**src/rtl/axi_lite_mmio_arbiter.sv**
```systemverilog
// axi_lite_mmio_arbiter
//   Shares one AXI4-Lite slave port (the MMIO controller) between NUM_M AXI4-Lite
//   masters. Grants are round-robin, and only one transaction is in flight at a time.
//   A request whose addr[31:16] does not match BASE_HI is completed locally with
//   DECERR and never reaches the downstream port.
//
// Ports
//   aclk, arst_n          clock; synchronous active-low reset
//   S_AXI_aw*/w*/b*/ar*/r*  NUM_M upstream masters; master i owns slice i of each
//                          packed port (32-bit addr/data, 3-bit prot, 4-bit strb,
//                          2-bit resp)
//   M_AXI_aw*/w*/b*/ar*/r*  single downstream port to the MMIO controller
//   grant                  index of the master that owns the port (valid while busy)
//   busy                   a transaction is in progress

module axi_lite_mmio_arbiter #(
    parameter int          NUM_M   = 2,
    parameter logic [15:0] BASE_HI = 16'h4600
) (
    input  logic                       aclk,
    input  logic                       arst_n,

    input  logic [NUM_M*32-1:0]        S_AXI_awaddr,
    input  logic [NUM_M*3-1:0]         S_AXI_awprot,
    input  logic [NUM_M-1:0]           S_AXI_awvalid,
    output logic [NUM_M-1:0]           S_AXI_awready,
    input  logic [NUM_M*32-1:0]        S_AXI_wdata,
    input  logic [NUM_M*4-1:0]         S_AXI_wstrb,
    input  logic [NUM_M-1:0]           S_AXI_wvalid,
    output logic [NUM_M-1:0]           S_AXI_wready,
    output logic [NUM_M*2-1:0]         S_AXI_bresp,
    output logic [NUM_M-1:0]           S_AXI_bvalid,
    input  logic [NUM_M-1:0]           S_AXI_bready,
    input  logic [NUM_M*32-1:0]        S_AXI_araddr,
    input  logic [NUM_M*3-1:0]         S_AXI_arprot,
    input  logic [NUM_M-1:0]           S_AXI_arvalid,
    output logic [NUM_M-1:0]           S_AXI_arready,
    output logic [NUM_M*32-1:0]        S_AXI_rdata,
    output logic [NUM_M*2-1:0]         S_AXI_rresp,
    output logic [NUM_M-1:0]           S_AXI_rvalid,
    input  logic [NUM_M-1:0]           S_AXI_rready,

    output logic [31:0]                M_AXI_awaddr,
    output logic [2:0]                 M_AXI_awprot,
    output logic                       M_AXI_awvalid,
    input  logic                       M_AXI_awready,
    output logic [31:0]                M_AXI_wdata,
    output logic [3:0]                 M_AXI_wstrb,
    output logic                       M_AXI_wvalid,
    input  logic                       M_AXI_wready,
    input  logic [1:0]                 M_AXI_bresp,
    input  logic                       M_AXI_bvalid,
    output logic                       M_AXI_bready,
    output logic [31:0]                M_AXI_araddr,
    output logic [2:0]                 M_AXI_arprot,
    output logic                       M_AXI_arvalid,
    input  logic                       M_AXI_arready,
    input  logic [31:0]                M_AXI_rdata,
    input  logic [1:0]                 M_AXI_rresp,
    input  logic                       M_AXI_rvalid,
    output logic                       M_AXI_rready,

    output logic [$clog2(NUM_M)-1:0]   grant,
    output logic                       busy
);

    localparam int GW = $clog2(NUM_M);

    typedef enum logic [2:0] {
        IDLE, WR_FWD, WR_RESP, RD_FWD, RD_RESP, DEC_WR, DEC_RD
    } state_t;

    state_t        state, state_nx;
    logic [GW-1:0] last_grant;
    logic [GW-1:0] win, hi_win;
    logic          win_vld, hi_vld, win_wr, win_in_range;
    logic [31:0]   win_addr;
    logic [NUM_M-1:0] req;
    logic          aw_done, w_done, ar_done;
    logic          aw_hs, w_hs, b_hs, ar_hs, r_hs;

    // Per-master views of the packed ports
    logic [31:0] s_awaddr [NUM_M];
    logic [2:0]  s_awprot [NUM_M];
    logic [31:0] s_wdata  [NUM_M];
    logic [3:0]  s_wstrb  [NUM_M];
    logic [31:0] s_araddr [NUM_M];
    logic [2:0]  s_arprot [NUM_M];
    logic [1:0]  s_bresp  [NUM_M];
    logic [31:0] s_rdata  [NUM_M];
    logic [1:0]  s_rresp  [NUM_M];

    for (genvar i = 0; i < NUM_M; i++) begin : g_slice
        assign s_awaddr[i] = S_AXI_awaddr[i*32 +: 32];
        assign s_awprot[i] = S_AXI_awprot[i*3 +: 3];
        assign s_wdata[i]  = S_AXI_wdata[i*32 +: 32];
        assign s_wstrb[i]  = S_AXI_wstrb[i*4 +: 4];
        assign s_araddr[i] = S_AXI_araddr[i*32 +: 32];
        assign s_arprot[i] = S_AXI_arprot[i*3 +: 3];
        assign S_AXI_bresp[i*2 +: 2]  = s_bresp[i];
        assign S_AXI_rdata[i*32 +: 32] = s_rdata[i];
        assign S_AXI_rresp[i*2 +: 2]  = s_rresp[i];
    end

    assign req  = S_AXI_awvalid | S_AXI_arvalid;
    assign busy = (state != IDLE);

    // Round-robin pick: the lowest requester above last_grant wins; if there is
    // none, wrap around to the lowest requester overall.
    always_comb begin
        win     = '0;
        win_vld = 1'b0;
        hi_win  = '0;
        hi_vld  = 1'b0;
        for (int i = NUM_M - 1; i >= 0; i--) begin
            if (req[i]) begin
                win     = GW'(i);
                win_vld = 1'b1;
            end
            if (req[i] && (GW'(i) > last_grant)) begin
                hi_win = GW'(i);
                hi_vld = 1'b1;
            end
        end
        if (hi_vld) begin
            win = hi_win;
        end
    end

    // Write takes precedence over read within the winning master
    assign win_wr       = S_AXI_awvalid[win];
    assign win_addr     = win_wr ? s_awaddr[win] : s_araddr[win];
    assign win_in_range = (win_addr[31:16] == BASE_HI);

    // Upstream handshakes of the granted master; the ready/valid terms are zero
    // in every state that does not use the channel.
    assign aw_hs = S_AXI_awvalid[grant] & S_AXI_awready[grant];
    assign w_hs  = S_AXI_wvalid[grant]  & S_AXI_wready[grant];
    assign b_hs  = S_AXI_bvalid[grant]  & S_AXI_bready[grant];
    assign ar_hs = S_AXI_arvalid[grant] & S_AXI_arready[grant];
    assign r_hs  = S_AXI_rvalid[grant]  & S_AXI_rready[grant];

    always_comb begin
        state_nx = state;
        unique case (state)
            IDLE: begin
                if (win_vld) begin
                    if (win_wr) begin
                        state_nx = win_in_range ? WR_FWD : DEC_WR;
                    end else begin
                        state_nx = win_in_range ? RD_FWD : DEC_RD;
                    end
                end
            end
            WR_FWD:  if ((aw_done || aw_hs) && (w_done || w_hs)) state_nx = WR_RESP;
            WR_RESP: if (b_hs) state_nx = IDLE;
            RD_FWD:  if (ar_hs) state_nx = RD_RESP;
            RD_RESP: if (r_hs) state_nx = IDLE;
            DEC_WR:  if (b_hs) state_nx = IDLE;
            DEC_RD:  if (r_hs) state_nx = IDLE;
            default: state_nx = IDLE;
        endcase
    end

    always_ff @(posedge aclk) begin
        if (!arst_n) begin
            state      <= IDLE;
            grant      <= '0;
            last_grant <= GW'(NUM_M - 1);
            aw_done    <= 1'b0;
            w_done     <= 1'b0;
            ar_done    <= 1'b0;
        end else begin
            state <= state_nx;
            if (state == IDLE) begin
                aw_done <= 1'b0;
                w_done  <= 1'b0;
                ar_done <= 1'b0;
                if (win_vld) begin
                    grant <= win;
                end
            end else begin
                if (aw_hs) aw_done <= 1'b1;
                if (w_hs)  w_done  <= 1'b1;
                if (ar_hs) ar_done <= 1'b1;
                if (state_nx == IDLE) begin
                    last_grant <= grant;
                end
            end
        end
    end

    // Channel steering. Everything not owned by the granted master in the
    // current state stays at zero.
    always_comb begin
        S_AXI_awready = '0;
        S_AXI_wready  = '0;
        S_AXI_bvalid  = '0;
        S_AXI_arready = '0;
        S_AXI_rvalid  = '0;
        for (int i = 0; i < NUM_M; i++) begin
            s_bresp[i] = '0;
            s_rdata[i] = '0;
            s_rresp[i] = '0;
        end
        M_AXI_awaddr  = '0;
        M_AXI_awprot  = '0;
        M_AXI_awvalid = 1'b0;
        M_AXI_wdata   = '0;
        M_AXI_wstrb   = '0;
        M_AXI_wvalid  = 1'b0;
        M_AXI_bready  = 1'b0;
        M_AXI_araddr  = '0;
        M_AXI_arprot  = '0;
        M_AXI_arvalid = 1'b0;
        M_AXI_rready  = 1'b0;

        unique case (state)
            WR_FWD: begin
                // A channel that has already handshaken is masked so a master
                // presenting its next beat early cannot be accepted twice.
                M_AXI_awaddr         = s_awaddr[grant];
                M_AXI_awprot         = s_awprot[grant];
                M_AXI_awvalid        = S_AXI_awvalid[grant] & ~aw_done;
                M_AXI_wdata          = s_wdata[grant];
                M_AXI_wstrb          = s_wstrb[grant];
                M_AXI_wvalid         = S_AXI_wvalid[grant] & ~w_done;
                S_AXI_awready[grant] = M_AXI_awready & ~aw_done;
                S_AXI_wready[grant]  = M_AXI_wready & ~w_done;
            end
            WR_RESP: begin
                S_AXI_bvalid[grant] = M_AXI_bvalid;
                s_bresp[grant]      = M_AXI_bresp;
                M_AXI_bready        = S_AXI_bready[grant];
            end
            RD_FWD: begin
                M_AXI_araddr         = s_araddr[grant];
                M_AXI_arprot         = s_arprot[grant];
                M_AXI_arvalid        = S_AXI_arvalid[grant];
                S_AXI_arready[grant] = M_AXI_arready;
            end
            RD_RESP: begin
                S_AXI_rvalid[grant] = M_AXI_rvalid;
                s_rdata[grant]      = M_AXI_rdata;
                s_rresp[grant]      = M_AXI_rresp;
                M_AXI_rready        = S_AXI_rready[grant];
            end
            DEC_WR: begin
                // Address, then data, then the DECERR response
                if (!aw_done) begin
                    S_AXI_awready[grant] = 1'b1;
                end else if (!w_done) begin
                    S_AXI_wready[grant] = 1'b1;
                end else begin
                    S_AXI_bvalid[grant] = 1'b1;
                    s_bresp[grant]      = 2'b11;
                end
            end
            DEC_RD: begin
                if (!ar_done) begin
                    S_AXI_arready[grant] = 1'b1;
                end else begin
                    S_AXI_rvalid[grant] = 1'b1;
                    s_rresp[grant]      = 2'b11;
                end
            end
            default: ;
        endcase
    end

endmodule

```
**config.mk**
```make
export PLATFORM = sky130hd
export DESIGN_NAME = axi_lite_mmio_arbiter
export DESIGN_NICKNAME = d
export VERILOG_FILES = /design/src/rtl/axi_lite_mmio_arbiter.sv
export SDC_FILE = /design/constraint.sdc
export NUM_CORES = 1
export LEC_CHECK = 0
export CAP_MARGIN = 0
export CELL_PAD_IN_SITES_DETAIL_PLACEMENT = 0
export CELL_PAD_IN_SITES_GLOBAL_PLACEMENT = 1
export CORE_AREA = 2 2 176 178
export DETAILED_ROUTE_END_ITERATION = 10
export DIE_AREA = 0 0 178 180
export GPL_TIMING_DRIVEN = 0
export PLACE_DENSITY = 0.62
export SETUP_SLACK_MARGIN = 0.05
export SYNTH_ARGS = -nofsm -noshare
export SYNTH_HDL_FRONTEND = slang
export SYNTH_SLANG_ARGS = --single-unit
```
**constraint.sdc**
```tcl
create_clock -name aclk -period 2.06 [get_ports aclk]
set_clock_uncertainty 0.15 [all_clocks]
set_input_delay 0.206 -clock aclk [delete_from_list [all_inputs] [get_ports aclk]]
set_output_delay 0.206 -clock aclk [all_outputs]
set_load 0.005 [all_outputs]
```
# Word-level counts from Yosys, hierarchy flattened

Cells that the tools add are included.

Add/sub/neg operators: 0
Div/mod/pow operators: 0
Order comparisons: 8
Mux-type cells: 98
Multiply operators: 0
Bitwise operators: 24
Reduce and logical (&&, ||, !) cells: 15
Eq/ne operators: 7
Shift-type cells: 0

Operator list:

| operator                                                   | count |
|---|---|
| two-way mux 32 bit                                         | 20 |
| AND 64 bit                                                 | 1 |
| two-way mux 64 bit                                         | 1 |
| two-way mux 3 bit                                          | 16 |
| two-way mux 1 bit                                          | 35 |
| demux 32 bit (select 1 bit)                                | 1 |
| two-way mux 4 bit                                          | 7 |
| case mux 2 bit (2 select lines)                            | 5 |
| equality test 16 x 15 -> 1 bit, second input constant      | 1 |
| two-way mux 2 bit                                          | 8 |
| case mux 4 bit (2 select lines)                            | 2 |
| case mux 3 bit (5 select lines)                            | 1 |
| AND 2 bit                                                  | 5 |
| AND 1 bit                                                  | 9 |
| equality test 3 bit, second input constant                 | 3 |
| AND 4 bit                                                  | 2 |
| equality test 3 x 2 -> 1 bit, second input constant        | 2 |
| zero test 3 bit                                            | 2 |
| OR reduction 2 bit                                         | 3 |
| logical AND 1 bit                                          | 5 |
| greater-or-equal comparator 2 bit, second input constant   | 2 |
| less-than comparator 1 x 2 -> 1 bit, second input constant | 2 |
| NOT 1 bit                                                  | 4 |
| NOT 1 -> 2 bit                                             | 2 |
| other kinds (10)                                           | 13 |

Input bits: 265
Logic and storage cells: 158
Memories kept: 0
Bits in read-only memories: 0
Memory bits (writable): 0
Output and inout port bits: 195
Latch bits: 0
Flip-flop bits (word level): 8

# Depth between registers and ports, before layout

Depth in word-level cells: 17
Depth in mapped cells: 7
Depth with buffers taken out: 5

# Least setup slack after synthesis

No wires, ideal clock.

Path type: reg-to-output
Start: register grant
End: output port M_AXI_awaddr[10]
Required time: 1.704 ns
Slack: 0.276 ns
Cell stages (with the launch flop): 7
Arrival: 1.428 ns
Path buffers: 4
Cells stage by stage: dfxtp_1 -> buf_6 -> buf_2 -> buf_2 -> buf_2 -> mux2i_1 -> nor2_1

Word-level cells in the longest chain between the ends: 5

Ends and longest elaborated chain:

| what                                                   | line | text |
|---|---|---|
| start, declared                                        | 63   | `output logic [$clog2(NUM_M)-1:0] grant,` |
| start signal, assigned                                 | 180  | `grant <= win;` |
| NOT 1 -> 2 bit (implied by the code)                   | 222  | `M_AXI_awaddr = s_awaddr[grant];` |
| two-way mux 32 bit (implied by the code) (3 in series) | 222  |  |
| two-way mux 32 bit                                     | 218  | `unique case (state)` |
| end, declared                                          | 43   | `output logic [31:0] M_AXI_awaddr,` |

Every way passes these cells. The select of a mux whose other input is x is not followed.

# Worst setup path in the final report

Start: register state[2]
End: output port M_AXI_awaddr[20]

Word-level cells in the longest chain between the ends: 2

Ends and longest elaborated chain:

| what                         | line | text |
|---|---|---|
| start, declared              | 73   | `state_t state, state_nx;` |
| start signal, assigned       | 174  | `state <= state_nx;` |
| equality test 3 x 1 -> 1 bit | 218  |  |
| two-way mux 32 bit           | 218  |  |

Every way passes these cells.

==> reports/metrics.yaml <==
status:
  outcome: "finished, violations left"
  violations: "negative setup slack"
power:
  pwr-share-seq: 0.038
  vdd_drop_max_mv: 0.363
  swShare: 0.410
  comb_power_share: 0.922
  internal_power_mw: 4.82
  switchingPower_mw: 3.35
  clkPwrFrac: 0.040
  p_per_area_nw_per_um2: 764
  leakage_nw: 4.36
  fin_total_pwr_mw: 8.17
clock_tree:
  cts_made_buffers: 3
  worstSkewPairLatency_ns: 0.23
  ctsHoldBuffers: 0
  cts_tree: "done"
  clk_pin_slew_worst_paths_ns: 0.04
  cts.path.max_buffers: 2
  htree_levels: 1
  numClockSinks: 8
  cts.root.buffer_cell: "clkbuf_16"
min_path:
  min_path_type: "register to register"
die:
  die_area_um2: 32000
  coreArea_um2: 30200
  start_util: 0.102
  die_h_um: 180
  die_width_um: 178
  rows: 64
  io_pins: 460
grt:
  grt_remaining_overflow: 0
  grt_max_degree: 11
  grt_pass1_wl_um: 39500
  grt_pass1_vias: 6075
  grt_antenna_before_repair: 3
  grt_usage: 0.167
synthesis:
  synth-main-ff-cell: "dfxtp_1"
  synth_cell_types: 43
  syn_nets: 727
  ys_seq_area_frac: 0.0523
  async_flop_share: 0
  synthSimpleGateAreaFrac: 0.406
  synthAdderAreaFrac: 0
  yosys_warnings: 0
  synth_edf_count: 0
  yosys.area.top_type_share: 0.376
  synth_compound_area_frac: 0.0964
  synth_mux_area_frac: 0.381
  synth-xor-area-share: 0
  synth_area_um2: 3060
  ys_top_cells_by_area: "mux2i_1 (38%), nor2_1 (16%), and2_1 (13%), dfxtp_1 (5.2%), buf_2 (3.4%)"
  yosysTopAreaCell: "mux2i_1"
  syn_avg_cell_area_um2: 6.63
  ys_ff_latch: 8
  netlist_instances: 462
  synth_top_family_by_area: "simple AND/OR/NAND/NOR gates"
timing:
  grt_setup_unrepaired: "yes"
  hold_violations: 0
  period_share: 1.03
  setup_violations: 20
  max_slew_margin: 0.676
  layout_setup_ws_ns: -0.0523
  fmax_ghz: 0.473
  period_needed_ns: 2.11
  tightest_slew_ns: 0.472
  maxSlewViolCount: 0
route:
  drt_pass1_iterations: 4
  drt_iter0_drc: 161
  viasPerCell: 4.07
  ant_nets: 0
  drt_drc_violations_left: 0
  vias: 5748
  wl_um: 29300
  wl_per_cell_um: 20.8
critical_path:
  worst_setup_path_start_kind: "register"
  critical-path-slowest-cell: "dfxtp_4"
  end_kind: "output port"
  path_max_fanout: 6
  arrival_ns: 1.76
  crit_required_ns: 1.70
  critPathMaxStageDelay_ns: 0.35
  path_cells: "buf_8, or2_4, buf_6, clkbuf_16, buf_16, buf_4, nor2_4, buf_2"
  critPathKind: "register to output port"
cells_and_area:
  post-route-util: 0.354
  nets: 1282
  drive_gt1_frac: 0.530
  syn2layout_area_growth_pct: 249
  n_fill_cell: 3131
place:
  dp_hpwl_um: 22300
  io_buffers: 459
  gp_congestion: 0.809
flow_run:
  maxCapViolCount: 0
## layout by cell type, fill, tap and decap left out, drive strengths merged, types with 4 or more instances in the layout
cell type        n
buf            260
dfxtp            8
o22ai            6
mux2i          115
clkbuf          50
nor2b            4
nor4             7
dlygate4sd2      8
and2            64
dlymetal6s2s     8
clkdlybuf4s50  255
clkdlybuf4s15    9
nand2b           6
nor2           132
nand2           11
nor3            13
a21oi            6
o21ai            6
inv              6
## synth_stat cells (2+ instances only)
master / number
a21oi_1: 6
a22o_1: 2
a22oi_1: 3
and2_1: 64
buf_2: 21
clkbuf_1: 15
dfxtp_1: 8
inv_1: 7
mux2i_1: 115
nand2_1: 11
nand2b_1: 6
nor2_1: 132
nor2b_1: 4
nor3_1: 13
nor4_1: 7
nor4b_1: 3
nor4bb_1: 3
o2111ai_1: 2
o211ai_1: 2
o21ai_0: 6
o22ai_1: 6
o31a_1: 3
or4_1: 2
or4b_1: 2
## per-stage QoR
step	std cells	setup slack (ns)	hold slack (ns)	cell area (um2)	setup TNS, ns
after floorplan	462	0.276	0.173	3060	0
after global placement	1317	-1.16	0.439	8150	-157.88
after detailed placement	1317	-1.14	0.452	8150	-149.42
after CTS	1400	-0.138	0.470	9770	-6.08
after global routing	1414	-0.110	0.519	10700	-2.43
final	1414	-0.0523	0.467	10700	-0.637
## worst max-delay path: cells and delay by family (launching register included)
| kind | cells | cell delay (ns) |
|---|---|---|
| flip-flops | 1 | 0.35 |
| AND/OR/NAND/NOR | 2 | 0.33 |
| buffers and inverters | 6 | 0.83 |
## metal layers
layer,vias to the layer above,global-route usage,wire length [um]
li1,2731,-,-
met1,2695,0.184,10900
met2,300,0.312,15500
met3,22,0.0376,2430
met4,0,0.0485,576
met5,-,0,0
## layout make-up
type	instances	area, um2	share of cell area
Sequential cell	8	174	0.0163
Antenna cell	3	7.51	0.000702
Buffer	29	502	0.0469
Clock buffer	3	75.1	0.00702
Timing Repair Buffer	558	5440	0.509
Inverter	7	30.0	0.00281
Tap cell	396	495	0.0463
Multi-Input combinational cell	410	3970	0.371
## flip-flops by register name, summed over array words and instances, names as in the netlist
name        count
ar_done         1
aw_done         1
grant           1
last_grant      1
w_done          1
state           3
## power by group through the flow
stage	Clock [mW]	Combinational (mW)	Sequential, mW
floorplan	0	1.89	0.246
global placement	0	4.39	0.270
detailed placement	0	4.36	0.268
CTS	0.332	6.58	0.307
global route	0.347	7.97	0.321
finish	0.326	7.54	0.309
## logic make-up (layout without fill, tap and decap cells)
group                  count (synthesis)  count (layout)
AOI/OAI and AO/OA                     41              41
other                                  0               3
buffers and inverters                 44             597
muxes                                116             116
DFF                                    8               8
and+or+nand+nor                      253             253
## timing repair
item	4_1_cts	5_1_grt
pin swaps	82	49
cloned	14	6
setup endpoints to repair	199	191
setup buffers	67	16
resized for setup	910	394
## final timing paths
check                           startpoint          endpoint  cells after the start  slack, ns
worst max-delay path              state[2]  M_AXI_awaddr[20]                      8      -0.05
worst max register to register       grant        last_grant                      7       0.06
worst min register to register     ar_done           ar_done                      2       0.47
worst min-delay path               ar_done           ar_done                      2       0.47
Power figures use the tool's default switching activity.
